===== src/rtl/esp32_boot_sequencer.sv =====
// esp32_boot_sequencer: drives the ESP32 EN pin and the boot strap pins through
// a reset-and-strap sequence. wifi_en is held low for C_en_low_cycles clocks,
// then released while the straps stay driven for C_strap_hold_cycles clocks,
// and the sequence finishes with a one-cycle done pulse. All outputs come
// straight from flops.
module esp32_boot_sequencer #(
    parameter int unsigned C_en_low_cycles     = 2500000,
    parameter int unsigned C_strap_hold_cycles = 1250000
) (
    input  logic clk_25mhz,
    input  logic reset,
    input  logic req,
    input  logic boot_mode,
    output logic busy,
    output logic done,
    output logic wifi_en,
    output logic strap_oe,
    output logic gpio0_o,
    output logic gpio2_o,
    output logic gpio4_o,
    output logic gpio12_o,
    output logic gpio13_o
);

    typedef enum logic [1:0] {
        IDLE       = 2'd0,
        EN_LOW     = 2'd1,
        STRAP_HOLD = 2'd2,
        DONE       = 2'd3
    } state_t;

    // Each timed state is entered with (length - 1) loaded. The state is left
    // on the edge where the count is already zero, so it lasts exactly
    // 'length' clocks.
    localparam logic [23:0] EN_LOAD   = 24'(C_en_low_cycles - 1);
    localparam logic [23:0] HOLD_LOAD = 24'(C_strap_hold_cycles - 1);

    state_t      state;
    state_t      state_nxt;
    logic        mode_q;
    logic        mode_nxt;
    logic [23:0] cnt;
    logic [23:0] cnt_nxt;

    logic busy_nxt;
    logic done_nxt;
    logic wifi_en_nxt;
    logic strap_oe_nxt;
    logic gpio02_nxt;

    // Next-state, counter and next-output decode. Outputs are decoded from
    // the next state so that the registered outputs line up with the state
    // register.
    always_comb begin
        // NOTE: every signal gets a default before the case statement.
        // A path that leaves a signal unassigned would infer a latch.
        state_nxt    = state;
        mode_nxt     = mode_q;
        cnt_nxt      = cnt;
        busy_nxt     = 1'b0;
        done_nxt     = 1'b0;
        wifi_en_nxt  = 1'b1;
        strap_oe_nxt = 1'b0;
        gpio02_nxt   = 1'b1;

        case (state)
            IDLE: begin
                if (req) begin
                    state_nxt = EN_LOW;
                    mode_nxt  = boot_mode;
                    cnt_nxt   = EN_LOAD;
                end
            end
            EN_LOW: begin
                if (cnt == 24'd0) begin
                    state_nxt = STRAP_HOLD;
                    cnt_nxt   = HOLD_LOAD;
                end else begin
                    cnt_nxt = cnt - 24'd1;
                end
            end
            STRAP_HOLD: begin
                if (cnt == 24'd0) begin
                    state_nxt = DONE;
                end else begin
                    cnt_nxt = cnt - 24'd1;
                end
            end
            DONE: begin
                state_nxt = IDLE;
            end
            default: begin
                state_nxt = IDLE;
                cnt_nxt   = 24'd0;
            end
        endcase

        case (state_nxt)
            EN_LOW: begin
                busy_nxt     = 1'b1;
                wifi_en_nxt  = 1'b0;
                strap_oe_nxt = 1'b1;
                gpio02_nxt   = ~mode_nxt;
            end
            STRAP_HOLD: begin
                busy_nxt     = 1'b1;
                strap_oe_nxt = 1'b1;
                gpio02_nxt   = ~mode_nxt;
            end
            DONE: begin
                busy_nxt = 1'b1;
                done_nxt = 1'b1;
            end
            default: begin
                busy_nxt = 1'b0;
            end
        endcase
    end

    // State, counter and output registers. Reset wins over req and aborts
    // any sequence in progress, releasing the straps on the same edge.
    always_ff @(posedge clk_25mhz) begin
        // NOTE: sequential state is assigned with non-blocking '<=' only, so
        // every flop samples values from before the edge.
        if (reset) begin
            state    <= IDLE;
            mode_q   <= 1'b0;
            cnt      <= 24'd0;
            busy     <= 1'b0;
            done     <= 1'b0;
            wifi_en  <= 1'b1;
            strap_oe <= 1'b0;
            gpio0_o  <= 1'b1;
            gpio2_o  <= 1'b1;
        end else begin
            state    <= state_nxt;
            mode_q   <= mode_nxt;
            cnt      <= cnt_nxt;
            busy     <= busy_nxt;
            done     <= done_nxt;
            wifi_en  <= wifi_en_nxt;
            strap_oe <= strap_oe_nxt;
            gpio0_o  <= gpio02_nxt;
            gpio2_o  <= gpio02_nxt;
        end
    end

    // These straps have the same value in both boot modes and whether or not
    // they are driven, so they are tied to constants.
    assign gpio4_o  = 1'b1;
    assign gpio12_o = 1'b0;
    assign gpio13_o = 1'b1;

endmodule

===== config.mk =====
export PLATFORM = sky130hd
export DESIGN_NAME = esp32_boot_sequencer
export DESIGN_NICKNAME = d
export VERILOG_FILES = /design/src/rtl/esp32_boot_sequencer.sv
export SDC_FILE = /design/constraint.sdc
export NUM_CORES = 1
export LEC_CHECK = 0
export BUFFER_PORTS_ARGS = -buffer_cell sky130_fd_sc_hd__buf_2
export CORE_MARGIN = 5
export CORE_UTILIZATION = 53
export DETAILED_ROUTE_END_ITERATION = 10
export PLACE_DENSITY = 0.73
export SYNTH_ARGS = -nofsm -noshare
export SYNTH_HDL_FRONTEND = slang
export SYNTH_SLANG_ARGS = --single-unit

===== constraint.sdc =====
create_clock -name clk_25mhz -period 5.25 [get_ports clk_25mhz]
set_input_delay 0.2625 -clock clk_25mhz [delete_from_list [all_inputs] [get_ports clk_25mhz]]
set_output_delay 0.2625 -clock clk_25mhz [all_outputs]
set_load 0.05 [all_outputs]

==> results.ini <==
[critical_path]
crit_type=reg2reg
cp_max_fo=13
max_stage_delay_ps=620
endpoint_kind=flop
crit_required_ps=5410
start_kind=flop
crit_chain=nor3_4, nand4_2, o41a_2, a31oi_1, ha_1, nor2b_1
arrival_ps=2950
crit_slowest_cell=o41a_2

[worst_hold_path]
min_path_type=in2reg

[grt]
grt_usage_pct=19.95
use_met2_pct=31.06
globalRouteOverflowTotal=0
grt_use_met3_pct=5.647
busiest_layer=met2
grt_pass1_vias=1745
grt_max_degree=31
antenna_found_initial=0
use_met1_pct=26.06
grt_pass1_wl_um=8314

[routing]
dr.pass1.iters=5
routedWlPerCell_um=16.87
vias=1892
drt-initial-drc-count=165
viasPerCell=6.435
wl_um=4960
drtAntennaViolNets=0
drcViolationCount=0

[yosys]
async_flop_share_pct=0
synth_most_common_cell=dfxtp_1
avgSynthCellArea_um2=8.614
yosysUniqueCellTypes=63
ys_seq_area_share_pct=30.73
ys_top_cells_by_area=dfxtp_1 (31%), ha_1 (6.0%), a211oi_1 (4.0%), a21oi_1 (3.4%), nor2_1 (3.2%)
syn_inst=242
synth_ff_type=dfxtp_1
synth.top_cells.by_count=dfxtp_1 (32), nor2_1 (18), a21oi_1 (14), nand2_1 (14), o21ai_0 (13)
synth_top_area_cell=dfxtp_1
synth_top_area_share_pct=30.73
synth-edff-count=0
ys_ff_latch=32
netlist_area_um2=2084
yosysWarnings=0

[power]
leakage_nw=0.8064
combPwrFrac_pct=26.0
p_int_w=0.0004173
switchingPower_w=0.0002237
total_power_w=0.0006411
p_clk_share_pct=30.5
ir_worst_vdd_mv=0.1506
p_seq_share_pct=43.5
switching_share_pct=34.90
powerDensity_nw_per_um2=291.8

[sta]
hold_violations=0
fin_skew_ps=2.697
finalSetupViolCount=0
min_period_over_period_pct=53.20
relSlewSlack_pct=39.84
finalSetupTns_ps=0
period_minus_slack_ps=2793
worstMarginPinSlew_ps=902.3
rsz0062_at_grt=false
clock.fmax_ghz=0.3581
drv_slew=0

[clocking]
clk_pin_slew_worst_paths_ps=60
htreeDepth=2
post_cts_buffers=0
clockRootBuffer=clkbuf_8
cts_tree=done
post_cts_resized=0
numCtsBuffers=5
clockBufferDepth=2
clock_latency_ps=290
holdBufCountCts=0
cts_sinks=32

[placement]
routabilityCongestion=0.9200
placedInstanceArea_um2=2105
port_buffers=9
dpl.cell_count=286
dpl.hpwl_um=3557

[finish]
layout-area-overhead-vs-synth_pct=5.402
n_antenna_cell=0
nNetsFinal=259
fill_cells=336
final_cells=294
layout-drive-gt1-share_pct=18.29
stdcell_area_um2=2197
final_util_pct=58.69

[run]
cap_violations=0

[floorplan]
initial_core_util_pct=55.68
row_count=22
die_h_um=72.72
core_um2=3744
die_area_um2=5287
die_x_um=72.72
io_pins=13

[run_status]
outcome=finished clean

==> through the flow <==
step / setup WS, ps / hold slack (ps)
after global placement: 2514 / 455.8
after detailed placement: 2536 / 456.2
after floorplan: 2939 / 440.4
final: 2457 / 256.0
after global routing: 2264 / 284.3
after CTS: 2534 / 251.6
==> sequential cells by signal, indices dropped and copies added (netlist names) <==
register,cells
done,1
mode_q,1
busy,1
cnt,24
wifi_en,1
state,2
strap_oe,1
gpio2_o,1
==> logic make-up after synthesis <==
group	after synthesis	share of synthesized area (%)
flip-flops	32	30.73
multiplexers	1	0.4802
buffers and inverters	24	6.062
other	2	0.3603
AO/OA/AOI/OAI	77	27.13
adder cells (fa/ha/maj)	10	6.002
AND/OR/NAND/NOR	96	29.23
==> layout by cell type, fill, tap and decap left out, types with 3 or more instances in the layout <==
| cell type | synthesis | routed |
|---|---|---|
| nor2b_1 | 3 | 3 |
| a21oi_1 | 14 | 14 |
| clkbuf_8 | 0 | 6 |
| dfxtp_1 | 32 | 32 |
| or3_1 | 5 | 5 |
| nor3_1 | 8 | 8 |
| conb_1 | 2 | 3 |
| o21ai_0 | 13 | 13 |
| ha_1 | 10 | 10 |
| nand3_1 | 4 | 4 |
| nor4_1 | 6 | 6 |
| nand2_1 | 14 | 14 |
| o31ai_1 | 7 | 7 |
| nand4_1 | 3 | 3 |
| nor2_1 | 18 | 18 |
| or2_2 | 6 | 6 |
| inv_1 | 10 | 10 |
| o21a_1 | 3 | 3 |
| o311ai_0 | 3 | 3 |
| or4_1 | 9 | 9 |
| buf_2 | 2 | 9 |
| a211oi_1 | 11 | 11 |
==> power groups by stage <==
stage               sequential [W]  clock, W  combinational, W
finish                    0.000279  0.000196          0.000167
global route              0.000282  0.000210          0.000181
detailed placement        0.000284         0          0.000163
global placement          0.000284         0          0.000162
floorplan                 0.000287         0          0.000130
CTS                       0.000278  0.000202          0.000163
==> path summary, 6_finish.rpt <==
path,start,end,slack [ps],cells after the start
setup / recovery,cnt[4],strap_oe,2460,6
hold / removal,boot_mode,mode_q,260,3
setup reg to reg,cnt[4],strap_oe,2460,6
hold reg to reg,mode_q,mode_q,460,2
==> area by class of cell <==
type / count / area [µm²] / area share [%]
multi-input combinational: 187 / 1321 / 60.14
timing repair buffer: 9 / 45.04 / 2.050
sequential: 32 / 640.6 / 29.16
clock buffer: 6 / 82.58 / 3.759
tap: 48 / 60.06 / 2.733
clock inverter: 2 / 10.01 / 0.4556
inverter: 10 / 37.54 / 1.708
==> metal layers <==
layer | up-vias | share of wire [%] | routed length [µm]
met4 | 0 | 2.0 | 99
met2 | 70 | 45 | 2228
met5 | - | 0 | 0
li1 | 928 | - | -
met3 | 13 | 7.5 | 371
met1 | 881 | 46 | 2260
==> critical path, delay by kind of cell (launching register included) <==
kind	cells	cell delay, ps
adder cells (fa/ha/maj)	1	300
flip-flops	1	370
AND/OR/NAND/NOR	3	1020
AO/OA/AOI/OAI	2	960
Note: power is estimated with default switching activity, not from simulation.
